[src/rtl/axi_stream_skid_buffer.sv]
// axi_stream_skid_buffer
// Two-entry AXI4-Stream register slice. Every m_* output and s_tready come
// straight from flops, so no combinational path crosses the block, including
// the ready path. The slice also keeps running byte and packet counts of the
// beats it delivers downstream.
//
// Ports:
//   clk, resetn          clock; asynchronous active-low reset
//   s_t*                 upstream AXI-Stream slave side (s_tready registered)
//   m_t*                 downstream AXI-Stream master side (all registered)
//   byte_count           TKEEP-qualified bytes delivered, wraps
//   packet_count         TLAST beats delivered, wraps
module axi_stream_skid_buffer #(
   parameter int byte_width  = 4,
   parameter int id_width    = 1,
   parameter int dest_width  = 1,
   parameter int user_width  = 1,
   parameter int count_width = 32
) (
   input  logic                     clk,
   input  logic                     resetn,
   input  logic                     s_tvalid,
   output logic                     s_tready,
   input  logic [8*byte_width-1:0]  s_tdata,
   input  logic [byte_width-1:0]    s_tstrb,
   input  logic [byte_width-1:0]    s_tkeep,
   input  logic                     s_tlast,
   input  logic [id_width-1:0]      s_tid,
   input  logic [dest_width-1:0]    s_tdest,
   input  logic [user_width-1:0]    s_tuser,
   output logic                     m_tvalid,
   input  logic                     m_tready,
   output logic [8*byte_width-1:0]  m_tdata,
   output logic [byte_width-1:0]    m_tstrb,
   output logic [byte_width-1:0]    m_tkeep,
   output logic                     m_tlast,
   output logic [id_width-1:0]      m_tid,
   output logic [dest_width-1:0]    m_tdest,
   output logic [user_width-1:0]    m_tuser,
   output logic [count_width-1:0]   byte_count,
   output logic [count_width-1:0]   packet_count
);

   localparam int PW = 8*byte_width + 2*byte_width + 1 + id_width + dest_width + user_width;

   typedef enum logic [1:0] {EMPTY, ONE, FULL} state_t;

   state_t                 state_q, state_d;
   logic                   m_tvalid_q, s_tready_q;
   logic [PW-1:0]          out_q, skid_q, s_pld;
   logic [count_width-1:0] byte_cnt_q, pkt_cnt_q, keep_pop;
   logic                   in_xfer, out_xfer;
   logic                   load_out, load_skid, skid_to_out;

   assign s_pld = {s_tdata, s_tstrb, s_tkeep, s_tlast, s_tid, s_tdest, s_tuser};
   assign {m_tdata, m_tstrb, m_tkeep, m_tlast, m_tid, m_tdest, m_tuser} = out_q;

   assign m_tvalid     = m_tvalid_q;
   assign s_tready     = s_tready_q;
   assign byte_count   = byte_cnt_q;
   assign packet_count = pkt_cnt_q;

   assign in_xfer  = s_tvalid & s_tready_q;
   assign out_xfer = m_tvalid_q & m_tready;

   // FULL never sees in_xfer (s_tready is low there), EMPTY never sees
   // out_xfer (m_tvalid is low there), so those cases need no handling.
   always_comb begin
      state_d     = state_q;
      load_out    = 1'b0;
      load_skid   = 1'b0;
      skid_to_out = 1'b0;
      case (state_q)
         EMPTY: if (in_xfer) begin
            state_d  = ONE;
            load_out = 1'b1;
         end
         ONE: begin
            if (in_xfer && out_xfer) begin
               load_out = 1'b1;
            end else if (in_xfer) begin
               state_d   = FULL;
               load_skid = 1'b1;
            end else if (out_xfer) begin
               state_d = EMPTY;
            end
         end
         FULL: if (out_xfer) begin
            state_d     = ONE;
            skid_to_out = 1'b1;
         end
         default: state_d = EMPTY;
      endcase
   end

   // Handshake outputs are registered from the next state. s_tready stays low
   // through reset and rises on the first edge after release.
   always_ff @(posedge clk or negedge resetn) begin
      if (!resetn) begin
         state_q    <= EMPTY;
         m_tvalid_q <= 1'b0;
         s_tready_q <= 1'b0;
      end else begin
         state_q    <= state_d;
         m_tvalid_q <= (state_d != EMPTY);
         s_tready_q <= (state_d != FULL);
      end
   end

   // Payload storage needs no reset; it is only observed while valid.
   always_ff @(posedge clk) begin
      if (load_out)         out_q <= s_pld;
      else if (skid_to_out) out_q <= skid_q;
      if (load_skid)        skid_q <= s_pld;
   end

   always_comb begin
      keep_pop = '0;
      for (int i = 0; i < byte_width; i++)
         keep_pop = keep_pop + count_width'(m_tkeep[i]);
   end

   // Counts track delivered beats only; position bytes (TSTRB=0) still count.
   always_ff @(posedge clk or negedge resetn) begin
      if (!resetn) begin
         byte_cnt_q <= '0;
         pkt_cnt_q  <= '0;
      end else if (out_xfer) begin
         byte_cnt_q <= byte_cnt_q + keep_pop;
         if (m_tlast) pkt_cnt_q <= pkt_cnt_q + 1'b1;
      end
   end

endmodule

[config.mk]
export PLATFORM = sky130hd
export DESIGN_NAME = axi_stream_skid_buffer
export DESIGN_NICKNAME = d
export VERILOG_FILES = /design/src/rtl/axi_stream_skid_buffer.sv
export SDC_FILE = /design/constraint.sdc
export NUM_CORES = 1
export LEC_CHECK = 0
export CAP_MARGIN = 20
export CELL_PAD_IN_SITES_DETAIL_PLACEMENT = 1
export CELL_PAD_IN_SITES_GLOBAL_PLACEMENT = 2
export CORE_AREA = 10 10 143 145
export CTS_CLUSTER_SIZE = 16
export DETAILED_ROUTE_END_ITERATION = 10
export DIE_AREA = 0 0 153 155
export PLACE_DENSITY_LB_ADDON = 0.1
export SYNTH_ARGS = -nofsm -noshare
export SYNTH_HDL_FRONTEND = slang
export SYNTH_SLANG_ARGS = --single-unit
[constraint.sdc]
create_clock -name clk -period 6.66 [get_ports clk]
set_input_delay 1.332 -clock clk [delete_from_list [all_inputs] [get_ports clk]]
set_output_delay 1.332 -clock clk [all_outputs]
set_load 0.02 [all_outputs]
==> flow_metrics.py <==
metrics = {
    "status": {
        "status": "complete, no violations",
    },
    "drt": {
        "drtAntennaViolNets": 0,
        "met1Wirelength_um": 6505,
        "wirelength_um": 15840,
        "wl_per_cell_um": 18.95,
        "viasPerCell": 4.888,
        "num_vias": 4086,
        "wl_met3_um": 1588,
        "drt_iter0_markers": 216,
        "top_layer": "met5",
        "drc_errors": 0,
        "first_pass_iters": 4,
        "met2_length_um": 7586,
    },
    "logic_synthesis": {
        "synth_cell_types": 39,
        "yosys_most_used_dff": "edfxtp_1",
        "syn_avg_cell_area_um2": 15.30,
        "ys_seq_area_share_pct": 67.61,
        "synth-edff-count": 88,
        "synthTopCellsByArea": "edfxtp_1 (41%), dfrtp_1 (26%), mux2_2 (7.4%), xnor2_1 (7.1%), nand4_1 (3.4%)",
        "synthesis.area_um2": 6425,
        "ys_warn_count": 0,
        "ys_ff_latch": 156,
        "synth_common_cells": "edfxtp_1 (88), dfrtp_1 (68), xnor2_1 (52), mux2_2 (42), nand4_1 (35)",
        "syn_inst": 420,
        "yosysMostFrequentCell": "edfxtp_1",
        "async_flop_share_pct": 43.59,
        "synth_largest_area_cell": "edfxtp_1",
        "synthesis.nets": 473,
        "netlist.area_leader.share_pct": 41.13,
    },
    "floorplanning": {
        "dieArea_um2": 23720,
        "core_area_um2": 17660,
        "die_h_um": 155,
        "start_util_pct": 36.39,
        "fp-row-count": 49,
        "ios": 158,
        "chipWidth_um": 153,
    },
    "timing": {
        "skew_ns": 0.007716,
        "hold_violations": 0,
        "worst_slew_pin_slew_ns": 0.9008,
        "fin_crit_ns": 3.185,
        "tns_ns": 0,
        "relSlewSlack_pct": 39.95,
        "layout_setup_ws_ns": 3.475,
        "min_period_over_period_pct": 47.82,
        "max_freq_mhz": 314.0,
        "slew_violations": 0,
        "setup_violations": 0,
        "grt_setup_unrepaired": "false",
    },
    "finish": {
        "drive_above_1_share_pct": 15.32,
        "areaGrowthSynthToFinish_pct": 37.80,
        "antennaDiodeCount": 0,
        "stdcell_count": 836,
        "fin_nets": 647,
        "finalInstanceArea_um2": 8853,
    },
    "clock_tree": {
        "cts.path.max_buffers": 2,
        "h-tree-depth": 4,
        "root_buffer": "clkbuf_16",
        "cts_setup_buffers": 0,
        "cts_tree": "done",
        "cts_made_buffers": 17,
        "clock-sinks": 156,
        "clk_pin_slew_ns": 0.06,
        "cts_hold_buf": 0,
        "cts_resized": 0,
        "clock_latency_ns": 0.42,
    },
    "global_routing": {
        "grt_pass1_wl_um": 25900,
        "antenna_found_initial": 2,
        "first_global_vias": 4660,
        "grt-ovfl-total": 0,
        "grt_usage_pct": 13.61,
        "grt_max_degree": 69,
    },
    "power": {
        "p_per_area_nw_per_um2": 370.3,
        "ir_drop_uv": 179.3,
        "p_leak_nw": 3.278,
    },
    "placement": {
        "portBuffers": 157,
        "dpl_cell_area_um2": 8289,
        "gp_congestion": 0.7911,
        "place_ws_ns": 3.028,
        "dpl.cell_count": 804,
        "place.detailed.hpwl_um": 11340,
    },
    "critical_path": {
        "rrSetupSlack_ns": 3.69,
        "criticalPathCategory": "input pin to register",
        "end_kind": "register",
        "worst_path_largest_cell_delay_ns": 0.57,
        "worstPathRequired_ns": 6.71,
        "cp_cell_sequence": "clkdlybuf4s50_1 -> and2_0 -> nand2_1 -> a21oi_1 -> o21bai_4 -> buf_4",
        "cp_max_fo": 44,
        "crit_slowest_cell": "clkdlybuf4s50_1",
        "worstPathArrival_ns": 3.24,
        "critPathLaunchType": "input pin",
    },
    "min_path": {
        "min_path_type": "register to register",
    },
    "run": {
        "maxCapViolCount": 0,
    },
}
path summary, 6_finish.rpt:
| path | from | endpoint | depth (start not counted) |
|---|---|---|---|
| worst min register to register | byte_count[31]$_DFFE_PN0P_ | byte_count[31]$_DFFE_PN0P_ | 1 |
| min in group asynchronous | resetn | packet_count[24]$_DFFE_PN0P_ | 2 |
| worst max register to register | out_q[4]$_DFFE_PP_ | byte_count[30]$_DFFE_PN0P_ | 9 |
| max in group asynchronous | resetn | byte_count[0]$_DFFE_PN0P_ | 2 |
| worst min-delay path | byte_count[31]$_DFFE_PN0P_ | byte_count[31]$_DFFE_PN0P_ | 1 |
| worst max-delay path | m_tready | out_q[10]$_DFFE_PP_ | 6 |
area by class of cell:
cell class	count	area [um2]
fill	1730	8803
sequential	156	4344
multi-input combinational	248	2024
timing repair buffer	161	1597
clock buffer	18	429.2
tap	229	286.5
clock inverter	14	135.1
inverter	10	37.54
power breakdown:
group	switching, mW	internal [mW]
clock network	0.408	0.522
logic	0.518	0.429
registers	0.119	1.28
total	1.04	2.23
kinds of logic (layout without fill, tap and decap cells):
group,after synthesis,after routing,share of synthesized area (%)
AND/OR/NAND/NOR,127,127,12.05
multiplexers,47,47,8.218
flip-flops,156,156,67.61
adder cells (fa/ha/maj),5,5,1.324
XOR/XNOR,61,61,8.316
buffers and inverters,16,203,1.169
AO/OA/AOI/OAI,8,8,1.305
stage by stage:
step | utilization, % | power (mW) | hold WS, ns
2_1_floorplan | - | 1.935 | 0.5013
3_3_place_gp | 46.95 | 2.377 | 0.4604
3_5_place_dp | 46.95 | 2.392 | 0.4651
4_1_cts | 50.14 | 3.346 | 0.4778
5_1_grt | 50.14 | 3.465 | 0.5117
6_report | 50.14 | 3.279 | 0.4727
flip-flops by register name, indices dropped and copies added (netlist names):
| register | cells |
|---|---|
| packet_count | 32 |
| skid_q | 44 |
| s_tready | 1 |
| m_tvalid | 1 |
| out_q | 44 |
| state_q | 2 |
| byte_count | 32 |
worst max-delay path, delay by kind of cell:
family | cells | cell delay [ns]
compound gates | 2 | 0.40
buf+inv | 2 | 1.08
simple gates | 2 | 0.38
layout by cell type (no fill, tap or decap), drive strengths merged:
master,instances
a2111oi,1
a211oi,1
a21oi,4
and2,3
and3,9
and4,2
buf,5
bufinv,1
clkbuf,18
clkdlybuf4s50,156
clkinv,4
clkinvlp,3
dfrtp,68
edfxtp,88
fa,3
ha,2
inv,16
mux2,46
mux2i,1
nand2,27
nand2b,2
nand3,19
nand3b,1
nand4,35
nand4b,2
nor2,9
nor3,9
nor4,6
nor4b,1
o21ai,1
o21bai,1
or2,1
or3b,1
xnor2,52
xor2,9
per-layer routing:
layer  vias up  track usage (%)
li1       1901                -
met1      2059            15.63
met2       110            21.44
met3        14            7.141
met4         2            4.496
met5         -                0
No activity file was read; power rests on OpenSTA's default activity.
